[config.mk]
export PLATFORM = sky130hd
export DESIGN_NAME = uart_rx_param_flat
export DESIGN_NICKNAME = d
export VERILOG_FILES = /design/src/rtl/uart_rx_param_if.sv /design/src/rtl/uart_rx_param.sv /design/src/flat_wrapper.sv
export SDC_FILE = /design/constraint.sdc
export NUM_CORES = 1
export LEC_CHECK = 0
export BUFFER_PORTS_ARGS = -buffer_cell sky130_fd_sc_hd__buf_2
export CORE_UTILIZATION = 59
export CTS_CLUSTER_DIAMETER = 30
export CTS_CLUSTER_SIZE = 14
export DETAILED_ROUTE_END_ITERATION = 12
export PLACE_DENSITY = 0.79
export SYNTH_ARGS = -nofsm -noshare
export SYNTH_HDL_FRONTEND = slang
export SYNTH_SLANG_ARGS = --single-unit
[constraint.sdc]
create_clock -name CLK -period 3.1 [get_ports CLK]
set_clock_uncertainty 0.15 [all_clocks]
set_input_delay 0 -clock CLK [delete_from_list [all_inputs] [get_ports CLK]]
set_output_delay 0 -clock CLK [all_outputs]
set_load 0.01 [all_outputs]
[src/rtl/uart_rx_param_if.sv]
// ---------------------------------------------------------------------------
// uart_rx_param_if
// Bundles the serial line, run-time configuration and frame results of the
// parametrised UART receiver.
//   master : the side that drives the line and configuration (transmitter /
//            system controller); it observes the receiver results.
//   slave  : the receiver itself.
// Signals:
//   S_Data       serial line, idles high, asynchronous to the receiver clock
//   Parity_EN    1 = a parity bit follows the data bits
//   Parity_type  0 = even, 1 = odd
//   Stop_bits    0 = one stop bit, 1 = two stop bits
//   Prescale     clock cycles per bit (legal 5..2^PRESCALE_WIDTH-1)
//   P_Data       last received word
//   Data_valid   one-cycle pulse for a clean frame
//   Parity_error parity result of the last completed frame
//   stop_error   stop-bit result of the last completed frame
//   break_detect one-cycle pulse on a break condition
// ---------------------------------------------------------------------------
interface uart_rx_param_if #(
    parameter int DATA_WIDTH     = 8,
    parameter int PRESCALE_WIDTH = 6
);
    logic                      S_Data;
    logic                      Parity_EN;
    logic                      Parity_type;
    logic                      Stop_bits;
    logic [PRESCALE_WIDTH-1:0] Prescale;
    logic [DATA_WIDTH-1:0]     P_Data;
    logic                      Data_valid;
    logic                      Parity_error;
    logic                      stop_error;
    logic                      break_detect;

    modport master (
        output S_Data, Parity_EN, Parity_type, Stop_bits, Prescale,
        input  P_Data, Data_valid, Parity_error, stop_error, break_detect
    );

    modport slave (
        input  S_Data, Parity_EN, Parity_type, Stop_bits, Prescale,
        output P_Data, Data_valid, Parity_error, stop_error, break_detect
    );
endinterface

[src/rtl/uart_rx_param.sv]
// ---------------------------------------------------------------------------
// uart_rx_param
// Parametrised UART receiver: 2-flop input synchroniser, 3-sample majority
// voting around mid-bit, false-start rejection, optional parity, one or two
// stop bits and break detection. Prescale and the mode inputs are latched at
// each start-bit detection.
// Ports:
//   CLK    single clock
//   Reset  asynchronous, active-high reset
//   bus    uart_rx_param_if.slave: line, configuration and frame results
// ---------------------------------------------------------------------------
module uart_rx_param #(
    parameter int DATA_WIDTH     = 8,
    parameter int PRESCALE_WIDTH = 6
) (
    input logic            CLK,
    input logic            Reset,
    uart_rx_param_if.slave bus
);
    localparam int BCW = 4;  // enough for the longest frame (13 bits)
    localparam logic [PRESCALE_WIDTH-1:0] PS_ONE    = PRESCALE_WIDTH'(1);
    localparam logic [BCW-1:0]            LAST_DATA = BCW'(DATA_WIDTH);

    typedef enum logic [2:0] {IDLE, START, DATA, PARITY, STOP, WAIT_IDLE} state_t;

    state_t                    state_q, state_d;
    logic                      sync_q, sync_d, rx_q, rx_d, rx_prev_q, rx_prev_d;
    logic [PRESCALE_WIDTH-1:0] cnt_q, cnt_d, presc_q, presc_d;
    logic [BCW-1:0]            bit_cnt_q, bit_cnt_d;
    logic                      par_en_q, par_en_d, par_odd_q, par_odd_d, stop2_q, stop2_d;
    logic                      s0_q, s0_d, s1_q, s1_d, bit_q, bit_d, sampled_q, sampled_d;
    logic [DATA_WIDTH-1:0]     shreg_q, shreg_d, p_data_q, p_data_d;
    logic                      all_zero_q, all_zero_d, par_acc_q, par_acc_d, stop_acc_q, stop_acc_d;
    logic                      valid_q, valid_d, par_err_q, par_err_d, stop_err_q, stop_err_d;
    logic                      brk_q, brk_d;

    logic [PRESCALE_WIDTH-1:0] half;
    logic [BCW-1:0]            last_stop;
    logic                      start_edge, majority, stop_fail, all_zero, final_stop, go;

    always_comb begin
        // NOTE: every _d gets a default before any branch, so no path can infer a latch.
        sync_d     = bus.S_Data;
        rx_d       = sync_q;
        rx_prev_d  = rx_q;
        state_d    = state_q;
        cnt_d      = cnt_q;
        bit_cnt_d  = bit_cnt_q;
        presc_d    = presc_q;
        par_en_d   = par_en_q;
        par_odd_d  = par_odd_q;
        stop2_d    = stop2_q;
        s0_d       = s0_q;
        s1_d       = s1_q;
        bit_d      = bit_q;
        sampled_d  = 1'b0;
        shreg_d    = shreg_q;
        all_zero_d = all_zero_q;
        par_acc_d  = par_acc_q;
        stop_acc_d = stop_acc_q;
        p_data_d   = p_data_q;
        valid_d    = 1'b0;
        par_err_d  = par_err_q;
        stop_err_d = stop_err_q;
        brk_d      = 1'b0;
        go         = 1'b0;

        half       = presc_q >> 1;
        start_edge = rx_prev_q & ~rx_q;
        majority   = (s0_q & s1_q) | (s0_q & rx_q) | (s1_q & rx_q);
        stop_fail  = stop_acc_q | ~bit_q;
        all_zero   = all_zero_q & ~bit_q;
        // Bit index of the second stop bit (start bit is index 0).
        last_stop  = BCW'(DATA_WIDTH + 2) + {{(BCW-1){1'b0}}, par_en_q};
        final_stop = ~stop2_q | (bit_cnt_q == last_stop);

        // Bit timing: counter wraps every P cycles, samples straddle mid-bit.
        if (state_q != IDLE && state_q != WAIT_IDLE) begin
            if (cnt_q == presc_q - PS_ONE) begin
                cnt_d     = '0;
                bit_cnt_d = bit_cnt_q + BCW'(1);
            end else begin
                cnt_d = cnt_q + PS_ONE;
            end
            if (cnt_q == half - PS_ONE) s0_d = rx_q;
            if (cnt_q == half)          s1_d = rx_q;
            if (cnt_q == half + PS_ONE) begin
                bit_d     = majority;
                sampled_d = 1'b1;
            end
        end

        case (state_q)
            IDLE:  go = start_edge;
            START: if (sampled_q) state_d = bit_q ? IDLE : DATA;  // high majority = false start
            DATA: begin
                if (sampled_q) begin
                    shreg_d    = {bit_q, shreg_q[DATA_WIDTH-1:1]};  // LSB arrives first
                    all_zero_d = all_zero;
                    if (bit_cnt_q == LAST_DATA) state_d = par_en_q ? PARITY : STOP;
                end
            end
            PARITY: begin
                if (sampled_q) begin
                    par_acc_d  = bit_q ^ (^shreg_q) ^ par_odd_q;
                    all_zero_d = all_zero;
                    state_d    = STOP;
                end
            end
            STOP: begin
                if (sampled_q) begin
                    if (final_stop) begin
                        p_data_d   = shreg_q;
                        par_err_d  = par_acc_q;
                        stop_err_d = stop_fail;  // an all-zero frame always has a failed stop bit
                        if (all_zero) begin
                            brk_d   = 1'b1;
                            state_d = WAIT_IDLE;
                        end else begin
                            valid_d = ~par_acc_q & ~stop_fail;
                            state_d = IDLE;
                            // At small prescales the next start edge can land on
                            // this very cycle; accept it here so no bit is lost.
                            go      = start_edge;
                        end
                    end else begin
                        stop_acc_d = stop_fail;
                        all_zero_d = all_zero;
                    end
                end
            end
            WAIT_IDLE: if (rx_q) state_d = IDLE;
            default:   state_d = IDLE;
        endcase

        if (go) begin
            state_d    = START;
            cnt_d      = '0;
            bit_cnt_d  = '0;
            presc_d    = bus.Prescale;
            par_en_d   = bus.Parity_EN;
            par_odd_d  = bus.Parity_type;
            stop2_d    = bus.Stop_bits;
            all_zero_d = 1'b1;
            par_acc_d  = 1'b0;
            stop_acc_d = 1'b0;
        end
    end

    // NOTE: sequential state uses non-blocking assignments only, so every flop
    // samples the pre-edge value of every other flop.
    always_ff @(posedge CLK or posedge Reset) begin
        if (Reset) begin
            // NOTE: the synchroniser and edge history reset to the idle line level
            // so a reset can never manufacture a falling edge.
            sync_q     <= 1'b1;
            rx_q       <= 1'b1;
            rx_prev_q  <= 1'b1;
            state_q    <= IDLE;
            cnt_q      <= '0;
            bit_cnt_q  <= '0;
            presc_q    <= '0;
            par_en_q   <= 1'b0;
            par_odd_q  <= 1'b0;
            stop2_q    <= 1'b0;
            s0_q       <= 1'b0;
            s1_q       <= 1'b0;
            bit_q      <= 1'b0;
            sampled_q  <= 1'b0;
            shreg_q    <= '0;
            all_zero_q <= 1'b0;
            par_acc_q  <= 1'b0;
            stop_acc_q <= 1'b0;
            p_data_q   <= '0;
            valid_q    <= 1'b0;
            par_err_q  <= 1'b0;
            stop_err_q <= 1'b0;
            brk_q      <= 1'b0;
        end else begin
            sync_q     <= sync_d;
            rx_q       <= rx_d;
            rx_prev_q  <= rx_prev_d;
            state_q    <= state_d;
            cnt_q      <= cnt_d;
            bit_cnt_q  <= bit_cnt_d;
            presc_q    <= presc_d;
            par_en_q   <= par_en_d;
            par_odd_q  <= par_odd_d;
            stop2_q    <= stop2_d;
            s0_q       <= s0_d;
            s1_q       <= s1_d;
            bit_q      <= bit_d;
            sampled_q  <= sampled_d;
            shreg_q    <= shreg_d;
            all_zero_q <= all_zero_d;
            par_acc_q  <= par_acc_d;
            stop_acc_q <= stop_acc_d;
            p_data_q   <= p_data_d;
            valid_q    <= valid_d;
            par_err_q  <= par_err_d;
            stop_err_q <= stop_err_d;
            brk_q      <= brk_d;
        end
    end

    assign bus.P_Data       = p_data_q;
    assign bus.Data_valid   = valid_q;
    assign bus.Parity_error = par_err_q;
    assign bus.stop_error   = stop_err_q;
    assign bus.break_detect = brk_q;
endmodule

[src/flat_wrapper.sv]
// flat-port wrapper written by rule: the top's interface ports become plain ports
module uart_rx_param_flat 
#(
    parameter int DATA_WIDTH     = 8,
    parameter int PRESCALE_WIDTH = 6
)
  (CLK, Reset, bus_S_Data, bus_Parity_EN, bus_Parity_type, bus_Stop_bits, bus_Prescale, bus_P_Data, bus_Data_valid, bus_Parity_error, bus_stop_error, bus_break_detect);
  uart_rx_param_if #(.DATA_WIDTH(DATA_WIDTH), .PRESCALE_WIDTH(PRESCALE_WIDTH)) bus_i ();
  input logic CLK;
  input logic Reset;
  input wire logic [$bits(bus_i.S_Data)-1:0] bus_S_Data;
  input wire logic [$bits(bus_i.Parity_EN)-1:0] bus_Parity_EN;
  input wire logic [$bits(bus_i.Parity_type)-1:0] bus_Parity_type;
  input wire logic [$bits(bus_i.Stop_bits)-1:0] bus_Stop_bits;
  input wire logic [$bits(bus_i.Prescale)-1:0] bus_Prescale;
  output wire logic [$bits(bus_i.P_Data)-1:0] bus_P_Data;
  output wire logic [$bits(bus_i.Data_valid)-1:0] bus_Data_valid;
  output wire logic [$bits(bus_i.Parity_error)-1:0] bus_Parity_error;
  output wire logic [$bits(bus_i.stop_error)-1:0] bus_stop_error;
  output wire logic [$bits(bus_i.break_detect)-1:0] bus_break_detect;
  assign bus_i.S_Data = bus_S_Data;
  assign bus_i.Parity_EN = bus_Parity_EN;
  assign bus_i.Parity_type = bus_Parity_type;
  assign bus_i.Stop_bits = bus_Stop_bits;
  assign bus_i.Prescale = bus_Prescale;
  assign bus_P_Data = bus_i.P_Data;
  assign bus_Data_valid = bus_i.Data_valid;
  assign bus_Parity_error = bus_i.Parity_error;
  assign bus_stop_error = bus_i.stop_error;
  assign bus_break_detect = bus_i.break_detect;
  uart_rx_param #(.DATA_WIDTH(DATA_WIDTH), .PRESCALE_WIDTH(PRESCALE_WIDTH)) u_core (.CLK(CLK), .Reset(Reset), .bus(bus_i));
endmodule
==> flow_metrics.env <==
export IMPL_std_cell_rows=24
export IMPL_synth_area_top_cells="dfrtp_1, mux2_2, xor2_1"
export IMPL_drv_cap=0
export IMPL_synth_most_common_cell="dfrtp_1"
export IMPL_grt_setup_unrepaired="no"
export IMPL_core_area_um2=4500
export IMPL_max_freq_ghz=0.382
export IMPL_areaGrowthSynthToFinish_pct=12.1
export IMPL_synthTopCellsByCount="dfrtp_1, mux2_2, nand2_1"
export IMPL_worstHoldPathType="in2reg"
export IMPL_die_h_um=71.6
export IMPL_crit_cells=7
export IMPL_cp_start_kind="register"
export IMPL_via_per_inst=6.02
export IMPL_synth_fp_nets=293
export IMPL_hold_depth=2
export IMPL_yosysTopAreaCell="dfrtp_1"
export IMPL_cts_sinks=52
export IMPL_async_flop_share_pct=100
export IMPL_p_total_w=0.00265
export IMPL_detail_route_wirelength_um=5710
export IMPL_portBuffers=23
export IMPL_syn_area_um2=2850
export IMPL_antenna_left=0
export IMPL_die_area_um2=5120
export IMPL_tns_ns=0
export IMPL_ys_seq_elements=52
export IMPL_synth_edf_count=0
export IMPL_critPathKind="reg2reg"
export IMPL_cts_max_level=2
export IMPL_clk_latency_ns=0.31
export IMPL_cts_tree="yes"
export IMPL_crit_required_ns=3.19
export IMPL_grt_max_degree=53
export IMPL_root_buffer="clkbuf_8"
export IMPL_worstMarginPinSlew_ns=1.06
export IMPL_critPathMaxFanout=8
export IMPL_syn_inst=275
export IMPL_clk_pin_slew_ns=0.10
export IMPL_first_iter_violations=215
export IMPL_slew_headroom_pct=29.0
export IMPL_grt_pass1_wl_um=9820
export IMPL_synth_top_cell_area_share_pct=43.0
export IMPL_layout_setup_ws_ns=0.484
export IMPL_place_ws_ns=0.561
export IMPL_crit_chain="inv_1 > ha_1 > nor4b_1 > xnor2_1 > o2111ai_2 > or4_1 > a21oi_1"
export IMPL_synth_avg_cell_area_um2=10.4
export IMPL_drive_above_1_share_pct=23.9
export IMPL_drc_errors=0
export IMPL_vdd_drop_max_uv=481
export IMPL_cts_hold_buf=11
export IMPL_overflow=0
export IMPL_hold_viol_final=0
export IMPL_leakage_nw=1.44
export IMPL_critical_path_slowest_cell="or4_1"
export IMPL_antennaDiodeCount=0
export IMPL_path_buf_inv=1
export IMPL_post_cts_buffers=0
export IMPL_cts_made_buffers=5
export IMPL_slowest_delay_ns=0.52
export IMPL_yosys_most_used_dff="dfrtp_1"
export IMPL_grt_pass1_vias=2115
export IMPL_setup_violations=0
export IMPL_cellPowerDensity_nw_per_um2=830
export IMPL_cts_resized=0
export IMPL_fin_crit_sh_pct=84.4
export IMPL_track_usage_pct=24.9
export IMPL_fillers=334
export IMPL_dp_hpwl_um=4020
export IMPL_endpoint_kind="register"
export IMPL_drv_slew=0
export IMPL_io_pins=24
export IMPL_wire_per_inst_um=15.9
export IMPL_cts_path_max_buffers=2
export IMPL_cpLargestDelayFamily="simple AND/OR/NAND/NOR gates"
export IMPL_post_route_min_period_ns=2.62
export IMPL_status="complete, no violations"
export IMPL_antenna_found_initial=0
export IMPL_gp_congestion=0.838
export IMPL_first_pass_iters=4
export IMPL_rr_worst_depth=7
export IMPL_arrival_ns=2.70
export IMPL_synth_cell_types=50
export IMPL_vias=2154
export IMPL_synth_seq_area_share_pct=45.7
export IMPL_dieWidth_um=71.6
export IMPL_initial_core_util_pct=63.4
export IMPL_yosys_warnings=0
export IMPL_finalNetCount=323
registers in the layout, summed over array words and instances, names as in the netlist, 3 cells and up:
register           cells
u_core.bus.P_Data      8
u_core.state_q         3
u_core.bit_cnt_q       4
u_core.presc_q         6
u_core.shreg_q         8
u_core.cnt_q           6
kinds of logic (layout without fill, tap and decap cells):
| kind of cell | count (synthesis) | after routing | share of synthesized area (%) |
|---|---|---|---|
| compound gates | 49 | 49 | 11.6 |
| xor+xnor | 25 | 25 | 7.67 |
| fa+ha+maj | 7 | 7 | 2.98 |
| buf+inv | 24 | 55 | 3.51 |
| flops | 52 | 52 | 45.7 |
| mux | 28 | 28 | 11.0 |
| simple gates | 90 | 90 | 17.5 |
path summary, 6_finish.rpt:
| kind | start | to | slack (ns) |
|---|---|---|---|
| setup / recovery | u_core.presc_q[2]$_DFFE_PP0P_ | u_core.bit_cnt_q[3]$_DFFE_PP0P_ | 0.48 |
| hold / removal | bus_S_Data | u_core.rx_d$_DFF_PP1_ | 0.18 |
| setup reg to reg | u_core.presc_q[2]$_DFFE_PP0P_ | u_core.bit_cnt_q[3]$_DFFE_PP0P_ | 0.48 |
| hold reg to reg | u_core.rx_d$_DFF_PP1_ | u_core.rx_prev_d$_DFF_PP1_ | 0.21 |
| max in group asynchronous | Reset | u_core.bus.Parity_error$_DFFE_PP0P_ | 1.80 |
| min in group asynchronous | Reset | u_core.bus.P_Data[4]$_DFFE_PP0P_ | 0.36 |
stage by stage:
stage	hold WS [ns]	area, um2	utilization, %	instances
5_1_grt	0.187	3200	71.0	358
4_1_cts	0.179	3200	71.0	358
3_3_place_gp	-0.0443	2990	66.5	339
2_1_floorplan	-0.146	2850	-	275
3_5_place_dp	-0.0411	2990	66.5	339
6_report	0.181	3200	71.0	358
cell type report:
cell class	count	area, um2	area share, %
Timing Repair Buffer	37	248	7.75
Multi-Input combinational cell	199	1450	45.3
Tap cell	52	65.1	2.03
Inverter	10	37.5	1.17
Clock inverter	1	7.51	0.235
Clock buffer	7	86.3	2.70
Sequential cell	52	1310	40.8
layer usage:
layer | track usage, % | routed length (um) | vias to the layer above
li1 | - | - | 1045
met1 | 33.4 | 2620 | 1038
met2 | 41.2 | 2740 | 59
met3 | 4.50 | 229 | 12
met4 | 8.93 | 113 | 0
met5 | 0 | 0 | -
where the power goes:
group	internal (W)	switching (W)
sequential	0.000834	0.000259
combinational	0.000525	0.000631
clock	0.000182	0.000224
cells in the final DEF (no fill, tap or decap), types with 6 or more instances in the layout:
cell and n:
nor2b_1 9, buf_2 23, nand2_1 19, ha_1 6, dfrtp_1 49, nor2_1 15
xnor2_1 12, nand3_1 7, o21ai_0 16, inv_1 9, mux2_2 26, a21oi_1 9
clkbuf_8 6, xor2_1 13, dlygate4sd3_1 11
worst register-to-register path, delay by kind of cell, from the launching register on:
family	cells	cell delay [ns]
and+or+nand+nor	2	0.89
DFF	1	0.48
AOI/OAI and AO/OA	2	0.39
adders and majority gates	1	0.29
xor gates and xnor gates	1	0.22
buffers and inverters	1	0.13
(Power assumes the default switching activity.)
